===== src/rtl/mc_ctrl.sv =====
// mc_ctrl: multi-cycle control FSM for the single-ALU MIPS-subset datapath.
// It sequences each instruction through fetch, decode, execute, memory and
// write-back. Controls are Moore decodes of the current state. The exceptions
// are the strobes gated by memAck and the branch PC write gated by zero.
// A memory access that is not acknowledged within TIMEOUT cycles is dropped
// for one cycle (memErr) and the machine returns to FETCH.
module mc_ctrl #(
  parameter int TIMEOUT = 16
) (
  input  logic       clk,
  input  logic       rst_n,
  input  logic [5:0] op,
  input  logic [5:0] funct,
  input  logic       zero,
  input  logic       overflow,
  input  logic       memAck,
  output logic       memReq,
  output logic       memWr,
  output logic       iorD,
  output logic       irWr,
  output logic       pcWr,
  output logic [1:0] pcSrc,
  output logic       aluSrcA,
  output logic [1:0] aluSrcB,
  output logic       extOp,
  output logic [2:0] aluCtr,
  output logic       regWr,
  output logic       regDst,
  output logic       memToReg,
  output logic       instrDone,
  output logic       illegal,
  output logic       memErr
);

  localparam int CW = $clog2(TIMEOUT + 1);
  localparam logic [CW-1:0] TIMEOUT_CNT = CW'(TIMEOUT);

  localparam logic [3:0] S_IDLE   = 4'd0;
  localparam logic [3:0] S_FETCH  = 4'd1;
  localparam logic [3:0] S_DECODE = 4'd2;
  localparam logic [3:0] S_EXEC   = 4'd3;
  localparam logic [3:0] S_ALUWB  = 4'd4;
  localparam logic [3:0] S_MEMADR = 4'd5;
  localparam logic [3:0] S_MEMRD  = 4'd6;
  localparam logic [3:0] S_MEMWB  = 4'd7;
  localparam logic [3:0] S_MEMWR  = 4'd8;
  localparam logic [3:0] S_BRANCH = 4'd9;
  localparam logic [3:0] S_JUMP   = 4'd10;

  localparam logic [5:0] OP_RTYPE = 6'b000000;
  localparam logic [5:0] OP_ORI   = 6'b001101;
  localparam logic [5:0] OP_ADDI  = 6'b001000;
  localparam logic [5:0] OP_LUI   = 6'b001111;
  localparam logic [5:0] OP_LW    = 6'b100011;
  localparam logic [5:0] OP_SW    = 6'b101011;
  localparam logic [5:0] OP_BEQ   = 6'b000100;
  localparam logic [5:0] OP_J     = 6'b000010;

  localparam logic [5:0] F_ADDU = 6'b100001;
  localparam logic [5:0] F_SUBU = 6'b100011;
  localparam logic [5:0] F_SLT  = 6'b101010;

  logic [3:0]    state_reg;
  logic [3:0]    state_next;
  logic [CW-1:0] wait_cnt_reg;
  logic          ovf_reg;

  logic is_rtype;
  logic is_ori;
  logic is_addi;
  logic is_lui;
  logic is_lw;
  logic is_sw;
  logic is_beq;
  logic is_j;
  logic req_state;
  logic timeout;

  // Instruction class decode from the IR fields (stable from DECODE onward).
  assign is_rtype = (op == OP_RTYPE) &&
                    ((funct == F_ADDU) || (funct == F_SUBU) || (funct == F_SLT));
  assign is_ori   = (op == OP_ORI);
  assign is_addi  = (op == OP_ADDI);
  assign is_lui   = (op == OP_LUI);
  assign is_lw    = (op == OP_LW);
  assign is_sw    = (op == OP_SW);
  assign is_beq   = (op == OP_BEQ);
  assign is_j     = (op == OP_J);

  // A request state whose counter has reached TIMEOUT spends this cycle
  // aborting the access instead of requesting.
  assign req_state = (state_reg == S_FETCH) || (state_reg == S_MEMRD) ||
                     (state_reg == S_MEMWR);
  assign timeout   = req_state && (wait_cnt_reg == TIMEOUT_CNT);

  // State register.
  always_ff @(posedge clk or negedge rst_n) begin
    if (!rst_n) begin
      state_reg <= S_IDLE;
    end else begin
      state_reg <= state_next;
    end
  end

  // Wait counter. It restarts on every state change, and also after an abort
  // so that the retried fetch gets a fresh budget.
  always_ff @(posedge clk or negedge rst_n) begin
    if (!rst_n) begin
      wait_cnt_reg <= '0;
    end else if ((state_next != state_reg) || timeout) begin
      wait_cnt_reg <= '0;
    end else if (req_state && !memAck) begin
      wait_cnt_reg <= wait_cnt_reg + CW'(1);
    end
  end

  // addi overflow latch. It is captured in EXEC and consumed in ALUWB.
  always_ff @(posedge clk or negedge rst_n) begin
    if (!rst_n) begin
      ovf_reg <= 1'b0;
    end else if ((state_reg == S_EXEC) && is_addi) begin
      ovf_reg <= overflow;
    end else if (state_reg == S_ALUWB) begin
      ovf_reg <= 1'b0;
    end
  end

  // Next-state and control decode.
  always_comb begin
    state_next = state_reg;
    memReq     = 1'b0;
    memWr      = 1'b0;
    iorD       = 1'b0;
    irWr       = 1'b0;
    pcWr       = 1'b0;
    pcSrc      = 2'b00;
    aluSrcA    = 1'b0;
    aluSrcB    = 2'b00;
    extOp      = 1'b0;
    aluCtr     = 3'b000;
    regWr      = 1'b0;
    regDst     = 1'b0;
    memToReg   = 1'b0;
    instrDone  = 1'b0;
    illegal    = 1'b0;
    memErr     = 1'b0;
    if (timeout) begin
      memErr     = 1'b1;
      state_next = S_FETCH;
    end else begin
      case (state_reg)
        S_IDLE: state_next = S_FETCH;
        S_FETCH: begin
          memReq  = 1'b1;
          aluSrcB = 2'b01;
          if (memAck) begin
            irWr       = 1'b1;
            pcWr       = 1'b1;
            state_next = S_DECODE;
          end
        end
        S_DECODE: begin
          aluSrcB = 2'b11;
          extOp   = 1'b1;
          if (is_rtype || is_ori || is_addi || is_lui) begin
            state_next = S_EXEC;
          end else if (is_lw || is_sw) begin
            state_next = S_MEMADR;
          end else if (is_beq) begin
            state_next = S_BRANCH;
          end else if (is_j) begin
            state_next = S_JUMP;
          end else begin
            illegal    = 1'b1;
            state_next = S_FETCH;
          end
        end
        S_EXEC: begin
          aluSrcA = 1'b1;
          if (is_rtype) begin
            aluSrcB = 2'b00;
            if (funct == F_SUBU) begin
              aluCtr = 3'b001;
            end else if (funct == F_SLT) begin
              aluCtr = 3'b100;
            end else begin
              aluCtr = 3'b000;
            end
          end else if (is_ori) begin
            aluSrcB = 2'b10;
            aluCtr  = 3'b010;
          end else if (is_addi) begin
            aluSrcB = 2'b10;
            extOp   = 1'b1;
            aluCtr  = 3'b011;
          end else if (is_lui) begin
            aluSrcB = 2'b10;
            aluCtr  = 3'b101;
          end
          state_next = S_ALUWB;
        end
        S_ALUWB: begin
          regWr      = ~ovf_reg;
          regDst     = is_rtype;
          instrDone  = 1'b1;
          state_next = S_FETCH;
        end
        S_MEMADR: begin
          aluSrcA    = 1'b1;
          aluSrcB    = 2'b10;
          extOp      = 1'b1;
          state_next = is_sw ? S_MEMWR : S_MEMRD;
        end
        S_MEMRD: begin
          memReq = 1'b1;
          iorD   = 1'b1;
          if (memAck) begin
            state_next = S_MEMWB;
          end
        end
        S_MEMWB: begin
          regWr      = 1'b1;
          memToReg   = 1'b1;
          instrDone  = 1'b1;
          state_next = S_FETCH;
        end
        S_MEMWR: begin
          memReq = 1'b1;
          iorD   = 1'b1;
          memWr  = 1'b1;
          if (memAck) begin
            instrDone  = 1'b1;
            state_next = S_FETCH;
          end
        end
        S_BRANCH: begin
          aluSrcA    = 1'b1;
          aluCtr     = 3'b001;
          pcSrc      = 2'b01;
          pcWr       = zero;
          instrDone  = 1'b1;
          state_next = S_FETCH;
        end
        S_JUMP: begin
          pcSrc      = 2'b10;
          pcWr       = 1'b1;
          instrDone  = 1'b1;
          state_next = S_FETCH;
        end
        default: state_next = S_IDLE;
      endcase
    end
  end

endmodule


===== config.mk =====
export PLATFORM = sky130hd
export DESIGN_NAME = mc_ctrl
export DESIGN_NICKNAME = d
export VERILOG_FILES = /design/src/rtl/mc_ctrl.sv
export SDC_FILE = /design/constraint.sdc
export NUM_CORES = 1
export LEC_CHECK = 0
export CAP_MARGIN = 10
export CORE_MARGIN = 2
export CORE_UTILIZATION = 50
export CTS_CLUSTER_SIZE = 8
export DETAILED_ROUTE_END_ITERATION = 7
export GPL_TIMING_DRIVEN = 0
export PLACE_DENSITY = 0.88
export SLEW_MARGIN = 20
export SYNTH_ARGS = -nofsm -noshare
export SYNTH_HDL_FRONTEND = slang
export SYNTH_SLANG_ARGS = --single-unit

===== constraint.sdc =====
create_clock -name clk -period 5.47 [get_ports clk]
set_input_delay 1.094 -clock clk [delete_from_list [all_inputs] [get_ports clk]]
set_output_delay 1.094 -clock clk [all_outputs]
set_load 0.005 [all_outputs]

# [Yosys cells after proc, flatten, opt, wreduce, memory -nomap -nowiden]
# Index checks and enable logic that the tools add are counted.
[totals] register_bits=10 in_bits=17
[classes] add_sub_neg=1 n_eq_ne=22 muxes=63 bitwise_logic=1 reduce_logical=24
[ops] cell="$mux W4" n=9
[ops] cell="$mux W1" n=31
[ops] cell="$eq A6 B6 Y1 const B" n=5
[ops] cell="$pmux W4 S7" n=1
[ops] cell="$mux W3" n=7
[ops] cell="$eq A6 B4 Y1 const B" n=3
[ops] cell="$eq A4 B3 Y1 const B" n=4
[ops] cell="$eq A4 B4 Y1 const B" n=3
[ops] cell="$mux W2" n=6
[ops] cell="$mux W5" n=2
[ops] cell="$logic_or A1 B1 Y1" n=9
[ops] cell="$eq A4 B2 Y1 const B" n=2
[ops] cell="$pmux W2 S4" n=1
[ops] cell="$eq A6 B2 Y1 const B" n=1
[ops] cell="$eq A6 B3 Y1 const B" n=1
[ops] cell="$logic_not A6 Y1" n=1
[ops] cell="$pmux W1 S2" n=3
[ops] cell="$pmux W3 S2" n=1
[ops] cell="$reduce_or A3 Y1" n=2
[ops] cell="$add A5 B1 Y5 const B" n=1
[ops] cell="$eq A5 B5 Y1 const B" n=1
[ops] cell="$reduce_or A5 Y1" n=1
[ops] cell="$eq A4 B1 Y1 const B" n=1
[ops] cell="$logic_and A1 B1 Y1" n=4
[ops] cell="other kinds (9)" n=11

# [Longest topological paths before layout]
# Gate-level depths: netlist (run 1).
[depth] ltp_word=13 mapped_depth=7 mapped_depth_nobuf=7

# [Least setup slack after synthesis (run 1)]
# OpenSTA, ideal clock, no wires.
[synth_path] path_type="input port to output port" from="in op[1]" to="out aluCtr[2]" t_arrival_ns=2.422 required_time_ns=4.376 slack_ns=1.954 cell_stages=5 cell_sequence="clkbuf_1 -> or4b_2 -> nor3_1 -> nand4b_1 -> a21oi_1"
[synth_via] elab_chain_cells=7 word_cells_on_any_way=11
[synth_lines] item="start: declaration" line="12" source="input logic [5:0] op,"
[synth_lines] item="$eq A6 B4 Y1" line="84" source="assign is_lui = (op == OP_LUI);"
[synth_lines] item="$mux W3" line="196" source="end else if (is_lui) begin"
[synth_lines] item="$mux W3" line="192" source="end else if (is_addi) begin"
[synth_lines] item="$mux W3" line="189" source="end else if (is_ori) begin"
[synth_lines] item="$mux W3 *" line="180" source="if (is_rtype) begin"
[synth_lines] item="$pmux W3 S2 *" line="151" source="case (state_reg)"
[synth_lines] item="$mux W3 *" line="147" source="if (timeout) begin"
[synth_lines] item="end: declaration" line="26" source="output logic [2:0] aluCtr,"
# Every way passes the cells marked *; elsewhere a longest branch is shown, timed or not.

# [Worst setup path in the final report (run 1)]
[layout_path] from="in op[0]" to="out aluCtr[0]"
# The elaborated chain is that of the path after synthesis.

==> results of run 1 <==
-- area by class of cell --
| class | count | share of cell area [%] |
|---|---|---|
| multi-input cells | 145 | 56.53 |
| well taps | 30 | 2.252 |
| repair buffers | 34 | 20.42 |
| plain buffers | 12 | 2.928 |
| inverters | 3 | 0.6757 |
| flip-flops and latches | 10 | 15.02 |
| clock buffers | 4 | 2.177 |
-- through the flow --
stage                     cell area [µm²]  utilization, %  std cells
final                                1667           68.52        238
after global routing                 1667           68.52        238
after CTS                            1667           68.52        238
after detailed placement             1630           67.03        234
after global placement               1630           67.03        234
after floorplan                      1252               -        170
-- where the power goes --
group	total, mW	switching, mW	internal (mW)
clock network	0.0654	0.0249	0.0404
logic	0.447	0.246	0.201
registers	0.111	0.0171	0.0936
-- path summary, 6_finish.rpt --
| check | endpoint | cells after the start | slack (ns) |
|---|---|---|---|
| worst max-delay path | aluCtr[0] | 6 | 0.89 |
| min in group asynchronous | state_reg[3] | 1 | 1.13 |
| max in group asynchronous | wait_cnt_reg[3] | 1 | 4.03 |
| worst max register to register | wait_cnt_reg[1] | 7 | 3.13 |
| worst min-delay path | ovf_reg | 2 | 0.56 |
| worst min register to register | ovf_reg | 2 | 0.56 |
-- cell families after synthesis --
family | Yosys count
compound gates | 50
xor+xnor | 5
fa+ha+maj | 2
buf+inv | 15
flops | 10
simple gates | 88
-- synthesized netlist by cell type, drive strengths merged, types with 2 or more instances --
master / number / share of area [%]
nor2: 26 / 7.8
a21oi: 15 / 6.0
dfrtp: 10 / 20
o21ai: 10 / 4.0
nand2: 9 / 2.7
nor3: 9 / 3.6
clkbuf: 8 / 2.4
nand2b: 6 / 3.0
and3: 4 / 2.0
buf: 4 / 1.5
nor2b: 4 / 2.0
nor4: 4 / 2.0
nor4b: 4 / 2.8
a31oi: 3 / 1.5
and4bb: 3 / 3.0
inv: 3 / 0.90
nand3: 3 / 1.2
o2111ai: 3 / 2.1
o22ai: 3 / 2.0
or4b: 3 / 2.7
xor2: 3 / 2.1
a2111oi: 2 / 2.0
a21boi: 2 / 1.2
and2: 2 / 1.0
and4: 2 / 1.4
ha: 2 / 2.0
nand4b: 2 / 1.4
nor3b: 2 / 1.2
o211ai: 2 / 1.2
o21a: 2 / 1.2
xnor2: 2 / 1.4
-- routing by layer --
layer	up-vias	global-route usage [%]
li1	722	-
met1	705	37.37
met2	86	41.46
met3	6	6.667
met4	0	4.167
met5	-	0
-- worst max-delay path: cells and delay by family --
family | cells | cell delay (ns)
buf+inv | 2 | 1.07
simple gates | 2 | 1.00
compound gates | 2 | 0.32
==> summary.txt, run 1 <==
Status
  – Status: finished clean

Synthesis
  – Yosys reg bits: 10
  – Adder-cell area share of the yosys netlist: 1.998%
  – Yosys warning count: 0
  – Dominant synthesized flop cell: dfrtp_1
  – Netlist cell types: 49
  – Post-synth EDFFs: 0
  – Seq/Total Area, Yosys: between 10% and 20%
  – Compound-Gate Fraction of Synth Area: 28.17%
  – Synthesized net count: around 190
  – Mean post-synth cell area: 7.367 µm²
  – Largest family of logic cells by synthesized area: simple AND/OR/NAND/NOR gates
  – Xor/xnor share of the synthesized area: 3.497%
  – Synth Instances: 170
  – Post-synthesis mux area share: 0%
  – Simple-gate share of the synthesized area: between 40% and 50%
  – Synth Cell Area: 1252 µm²
  – Async set or reset register ratio after synthesis: 100.0%

Timing
  – Clock Skew: between 0.003 and 0.004 ns
  – Tightest Pin Transition: 0.8145 ns
  – Final TNS setup: 0 ns
  – Worst slew margin: a little under half
  – Fin crit share: between 80 and 90%
  – RSZ-0062 raised after global routing: false
  – Hold slack: 0.5605 ns
  – Setup Viol. Count Final: 0
  – Fin. Hold Viols: 0
  – Final worst setup slack: 0.8856 ns
  – Fmax achieved: 218.1 MHz
  – Fin. max-slew vios: 0
  – Min Tclk post-route: 4.584 ns

Hold path
  – Min-Delay Path Class: reg2reg
  – Min-delay src: ovf_reg

Worst setup path
  – Startpoint Class: input port
  – Critical path type: in2out
  – CP endpoint kind: output port
  – Critical path's slowest cell: or4_4
  – CP Max Fanout: 8
  – CP Cell Sequence: clkdlybuf4s50_1 -> or4_4 -> nor3_1 -> a31oi_1 -> o22ai_1 -> clkdlybuf4s50_1
  – Critical R2R Launch: wait_cnt_reg[0]
  – CP arrival: 3.49 ns
  – Critical path's most frequent cell: clkdlybuf4s50_1
  – Crit path required time: 4.38 ns
  – Slowest cell delay on critical path: 0.62 ns
  – CP Launch Point: op[0]

Power
  – Overall Power: 0.6228 mW
  – Worst vdd ir: between 0.2 and 0.3 mV
  – Leakage power: about 0.60 nW
  – Power Density: between 300 and 400 nW/µm²

Detailed routing
  – Top layer in use: met4
  – Met2 wire length: 1724 µm
  – Iter 0 DRT Violations: around 50
  – Post-DRT Antenna Nets: 0
  – WL met1: 1591 µm
  – Via Count: 1,519
  – DRC Markers: 0
  – DR WL/cell: 15.52 µm
  – Via density per instance: 6.382
  – WL final: 3693 µm
  – Met3 wire len: between 300 and 400 µm
  – First-pass detailed-route iteration total: 4

CTS
  – Clock tree root buffer cell: clkbuf_4
  – Inserted Clock Buffers: 3
  – Setup Fix Bufs, Post-CTS: 0
  – Hold_buf cts: 0
  – Worst-Skew Late Latency: 0.27 ns
  – H-tree depth: 1
  – # clock sinks: 10
  – Clock transition at the registers of the reported paths: 0.06 ns
  – CTS resizes: 0
  – Clock tree buffer depth: 2
  – CTS tree: yes

Die
  – Starting Density: 51.49%
  – Die Y-Extent: 54.05 µm
  – Die Span X: 54.05 µm
  – Num ports: 37
  – Row cnt: 18
  – Core area: 2432 µm²
  – Full die area: 2921 µm²

Layout
  – Nets: 228
  – Area of the multi-input gates: 942.2 µm²
  – Register Area: 250.2 µm²
  – Share of cells above drive strength 1: 8.654%
  – Max FFs per register: 5
  – # diodes: 0
  – Most common cell after layout, fill and taps aside: clkdlybuf4s50_1
  – Area Growth Syn to Fin: 33.07%
  – Number of fill cells: about 220
  – Most frequent cells in the layout: clkdlybuf4s50_1, nor2_1, a21oi_1

GRT
  – Largest net degree at the start of global routing: 11
  – Initial antenna violation count: 0
  – Grt ovf: 0
  – Vias in the first global route: 1,288
  – GRT Util Overall: 26.53%
  – First-pass GRT wire length: 5802 µm

Placement
  – I/O Buffers: 34
  – Placer Congestion: 0.9535
  – Hpwl dp: 2815 µm
  – Worst slack, placed: 0.9428 ns

Flow run
  – Max-cap violations: 0
Note: power is estimated with default switching activity, not from simulation.
==> inputs of run 2 (changes only) <==
--- a/config.mk
+++ b/config.mk
@@ -7,11 +7,11 @@
 export LEC_CHECK = 0
 export CAP_MARGIN = 10
 export CORE_MARGIN = 2
-export CORE_UTILIZATION = 50
+export CORE_UTILIZATION = 47
 export CTS_CLUSTER_SIZE = 8
 export DETAILED_ROUTE_END_ITERATION = 7
 export GPL_TIMING_DRIVEN = 0
-export PLACE_DENSITY = 0.88
+export PLACE_DENSITY = 0.84
 export SLEW_MARGIN = 20
 export SYNTH_ARGS = -nofsm -noshare
 export SYNTH_HDL_FRONTEND = slang
==> constraint.sdc (replaced) <==
create_clock -name clk -period 4.7 [get_ports clk]
set_input_delay 0.94 -clock clk [delete_from_list [all_inputs] [get_ports clk]]
set_output_delay 0.94 -clock clk [all_outputs]
set_load 0.005 [all_outputs]
==> summary.txt, run 2 (synthesis gave the netlist of run 1 again) <==
Detailed routing
  – WL final: 3821 µm
  – Post-DRT Antenna Nets: 0
  – WL met1: 1681 µm
  – Met3 wire len: 372 µm
  – DRC Markers: 0
  – First-pass detailed-route iteration total: 5
  – Via density per instance: 6.437
  – Met2 wire length: 1735 µm
  – DR WL/cell: 16.05 µm
  – Iter 0 DRT Violations: 120
  – Top layer in use: met4
  – Via Count: 1,532

CTS
  – CTS resizes: 0
  – Clock tree root buffer cell: clkbuf_4
  – Inserted Clock Buffers: 3
  – H-tree depth: 1
  – Clock transition at the registers of the reported paths: 0.06 ns
  – Hold_buf cts: 0
  – # clock sinks: 10
  – Clock tree buffer depth: 2
  – CTS tree: yes
  – Worst-Skew Late Latency: 0.27 ns
  – Setup Fix Bufs, Post-CTS: 0

Power
  – Worst vdd ir: about 0.34 mV
  – Leakage power: 0.6043 nW
  – Overall Power: 0.7346 mW
  – Power Density: 440.8 nW/µm²

GRT
  – Grt ovf: 0
  – Largest net degree at the start of global routing: 11
  – GRT Util Overall: 23.72%
  – Vias in the first global route: 1,421
  – Initial antenna violation count: 0
  – First-pass GRT wire length: 6023 µm

Worst setup path
  – Critical path type: in2out
  – CP Launch Point: op[0]
  – Startpoint Class: input port
  – Register-to-register setup slack: 2.33 ns
  – Critical R2R Launch: wait_cnt_reg[0]
  – Worst R2R Path Depth: 7
  – CP Max Fanout: 8
  – Crit path required time: 3.76 ns
  – CP arrival: 3.25 ns
  – Worst setup path endpoint: aluCtr[2]
  – FF-to-FF End: wait_cnt_reg[1]
  – CP endpoint kind: output port

Layout
  – Most frequent cells in the layout: clkdlybuf4s50_1, nor2_1, a21oi_1
  – Area Growth Syn to Fin: 33.07%
  – Nets: 228
  – Number of fill cells: approximately 200
  – Share of cells above drive strength 1: between 8 and 9%
  – Fin cells: 238
  – Most common cell after layout, fill and taps aside: clkdlybuf4s50_1
  – Design area: about 1700 µm²
  – # diodes: 0
  – Final Core Density: 66.67%
  – Max FFs per register: 5
  – Register Area: 250.2 µm²
  – Area of the multi-input gates: roughly 940 µm²

Timing
  – Clock Skew: a little under 0.006 ns
  – Worst slew margin: approximately 53%
  – Fin crit share: 89.16%
  – Fmax achieved: 238.6 MHz
  – Fin. Hold Viols: 0
  – Fin. max-slew vios: 0
  – Tightest Pin Transition: 0.7010 ns
  – Setup Viol. Count Final: 0
  – Final TNS setup: 0 ns
  – RSZ-0062 raised after global routing: false
  – Min Tclk post-route: 4.190 ns

Die
  – Num ports: 37
  – Die Span X: 55.62 µm
  – Starting Density: 50.10%
  – Core area: 2500 µm²
  – Full die area: 3094 µm²
  – Die Y-Extent: 55.62 µm
  – Row cnt: 18

Hold path
  – Min-Delay Path Class: reg2reg

Placement
  – I/O Buffers: 34
  – Placer Congestion: 0.9437
  – Hpwl dp: 2822 µm
  – # placed instances: 234
  – Placed inst area: 1630 µm²

Status
  – Status: finished clean

Flow run
  – Max-cap violations: 0
[run 2: how the worst min path moves through the flow]
stage	start	to	slack [ns]	depth (start not counted)
floorplan	ovf_reg	ovf_reg	0.52	2
global placement	ovf_reg	ovf_reg	0.55	2
detailed placement	ovf_reg	ovf_reg	0.56	2
CTS	ovf_reg	ovf_reg	0.59	2
global route	ovf_reg	ovf_reg	0.63	2
finish	ovf_reg	ovf_reg	0.58	2
[run 2: power breakdown]
group | internal [mW] | total, mW | switching (mW)
logic | 0.233 | 0.528 | 0.295
registers | 0.109 | 0.130 | 0.0216
clock network | 0.0470 | 0.0758 | 0.0287
[run 2: layer usage]
metal	global-route usage, %	up-vias
li1	-	724
met1	33.14	701
met2	37.24	103
met3	5.814	4
met4	4.878	0
met5	0	-
[run 2: per-stage QoR]
stage	setup slack [ns]	hold WS (ns)
floorplan	1.492	0.5157
global placement	0.5716	0.5479
detailed placement	0.5294	0.5622
CTS	0.5161	0.5900
global route	0.3999	0.6342
finish	0.5095	0.5830
[run 2: worst max-delay path, stage by stage]
cell and delay (ns):
clkdlybuf4s50_1 0.52, or4_4 0.62, nor3_1 0.35, nand4b_1 0.14, a21oi_1 0.16, clkdlybuf4s50_1 0.51
[run 2: cell type report]
| class | instances | share of cell area (%) |
|---|---|---|
| clock buffer | 4 | 2.177 |
| buffer | 12 | 2.928 |
| tap | 30 | 2.252 |
| sequential | 10 | 15.02 |
| inverter | 3 | 0.6757 |
| multi-input combinational | 145 | 56.53 |
| timing repair buffer | 34 | 20.42 |
==> inputs of run 3 (changes only) <==
--- a/config.mk
+++ b/config.mk
@@ -7,12 +7,12 @@
 export LEC_CHECK = 0
 export CAP_MARGIN = 10
 export CORE_MARGIN = 2
-export CORE_UTILIZATION = 47
+export CORE_UTILIZATION = 49
+export CTS_BUF_LIST = sky130_fd_sc_hd__clkbuf_4 sky130_fd_sc_hd__clkbuf_8
 export CTS_CLUSTER_SIZE = 8
 export DETAILED_ROUTE_END_ITERATION = 7
 export GPL_TIMING_DRIVEN = 0
-export PLACE_DENSITY = 0.84
-export SLEW_MARGIN = 20
+export PLACE_DENSITY = 0.87
 export SYNTH_ARGS = -nofsm -noshare
 export SYNTH_HDL_FRONTEND = slang
 export SYNTH_SLANG_ARGS = --single-unit
==> constraint.sdc (replaced) <==
create_clock -name clk -period 4.5 [get_ports clk]
set_input_delay 0.9 -clock clk [delete_from_list [all_inputs] [get_ports clk]]
set_output_delay 0.9 -clock clk [all_outputs]
set_load 0.005 [all_outputs]
==> summary.txt, run 3 (synthesis gave the netlist of run 1 again) <==
Power
  – Power Density: roughly 460 nW/µm²
  – Worst vdd ir: 0.3511 mV
  – Leakage power: a little over 0.6 nW

GRT
  – Grt ovf: 0
  – Largest net degree at the start of global routing: 11
  – Vias in the first global route: 1,408
  – GRT Util Overall: approximately 28%
  – Initial antenna violation count: 0
  – First-pass GRT wire length: 6161 µm

Layout
  – Register Area: 250.2 µm²
  – Most common cell after layout, fill and taps aside: clkdlybuf4s50_1
  – Area Growth Syn to Fin: 33.07%
  – # diodes: 0
  – Nets: 228
  – Most frequent cells in the layout: clkdlybuf4s50_1, nor2_1, a21oi_1
  – Final Core Density: about two thirds
  – Number of fill cells: 221
  – Area of the multi-input gates: 942.2 µm²
  – Fin cells: 238
  – Share of cells above drive strength 1: 8.654%
  – Max FFs per register: 5
  – Design area: 1667 µm²

CTS
  – Worst-Skew Late Latency: 0.26 ns
  – Clock transition at the registers of the reported paths: roughly 0.06 ns
  – Inserted Clock Buffers: 3
  – Hold_buf cts: 0
  – Clock tree buffer depth: 2
  – H-tree depth: 1
  – CTS tree: yes
  – CTS resizes: 0
  – Setup Fix Bufs, Post-CTS: 0
  – # clock sinks: 10
  – Clock tree root buffer cell: clkbuf_4

Detailed routing
  – Iter 0 DRT Violations: 48
  – First-pass detailed-route iteration total: 4
  – WL final: 3782 µm
  – DRC Markers: 0
  – DR WL/cell: ~16 µm
  – Post-DRT Antenna Nets: 0
  – Via Count: approximately 1.5k
  – Via density per instance: 6.298

Die
  – Die Y-Extent: 54.56 µm
  – Core area: 2455 µm²
  – Die Span X: 54.56 µm
  – Starting Density: 51.02%
  – Num ports: 37
  – Full die area: 2976 µm²
  – Row cnt: 18

Placement
  – Hpwl dp: ~2900 µm
  – I/O Buffers: 34
  – Placer Congestion: approximately 0.98
  – # placed instances: 234
  – Placed inst area: 1630 µm²

Status
  – Status: finished clean

Worst setup path
  – Crit path required time: 3.60 ns
  – Slowest cell delay on critical path: 0.62 ns
  – CP arrival: around 3.3 ns
  – Critical path's most frequent cell: clkdlybuf4s50_1
  – Critical path's slowest cell: or4_4
  – Critical path type: in2out
  – CP Max Fanout: 8
  – Startpoint Class: input port
  – CP Cell Sequence: clkdlybuf4s50_1 -> or4_4 -> nor3_1 -> nand4b_1 -> a21oi_1 -> clkdlybuf4s50_1
  – CP endpoint kind: output port

Timing
  – Clock Skew: 0.002598 ns
  – RSZ-0062 raised after global routing: false
  – Hold slack: about 0.55 ns
  – Fin crit share: 92.66%
  – Fin. max-slew vios: 0
  – Setup Viol. Count Final: 0
  – Worst slew margin: around half
  – Min Tclk post-route: 4.170 ns
  – Tightest Pin Transition: 0.7600 ns
  – Fin. Hold Viols: 0
  – Fmax achieved: 239.8 MHz
  – Final TNS setup: 0 ns

Hold path
  – Min-Delay Path Class: reg2reg

Flow run
  – Max-cap violations: 0
-- run 3: final timing paths --
path	from	to	slack, ns	cells past startpoint
worst max-delay path	op[0]	aluCtr[2]	0.33	6
worst min-delay path	ovf_reg	ovf_reg	0.55	2
worst max register to register	wait_cnt_reg[1]	wait_cnt_reg[1]	2.15	7
worst min register to register	ovf_reg	ovf_reg	0.55	2
max in group asynchronous	rst_n	state_reg[2]	3.27	1
min in group asynchronous	rst_n	wait_cnt_reg[1]	0.94	1
-- run 3: critical path, delay by kind of cell --
family	cells	cell delay [ns]
buffers and inverters	2	1.05
AOI/OAI and AO/OA	1	0.17
and+or+nand+nor	3	1.14
-- run 3: cell type report --
class                      instances  share of cell area, %
inverter                           3                 0.6757
sequential                        10                  15.02
clock buffer                       4                  2.177
buffer                            12                  2.928
tap                               30                  2.252
timing repair buffer              34                  20.42
multi-input combinational        145                  56.53
-- run 3: metrics by stage --
| stage | power [mW] | worst slack (ns) |
|---|---|---|
| 2_1_floorplan | 0.4713 | 1.372 |
| 3_3_place_gp | 0.6499 | 0.4176 |
| 3_5_place_dp | 0.6669 | 0.3947 |
| 4_1_cts | 0.7507 | 0.3933 |
| 5_1_grt | 0.8149 | 0.2669 |
| 6_report | 0.7608 | 0.3301 |
-- run 3: layer usage --
layer / vias to the layer above / track usage (%) / share of wire, %
li1: 718 / - / -
met1: 695 / 38.06 / 44
met2: 84 / 46.18 / 48
met3: 2 / 5.464 / 8.0
met4: 0 / 4.583 / 0.16
met5: - / 0 / 0
-- run 3: where the power goes --
group | switching [mW] | total, mW | internal (mW)
Clock | 0.0296 | 0.0786 | 0.0491
Sequential | 0.0236 | 0.137 | 0.114
Combinational | 0.302 | 0.545 | 0.243
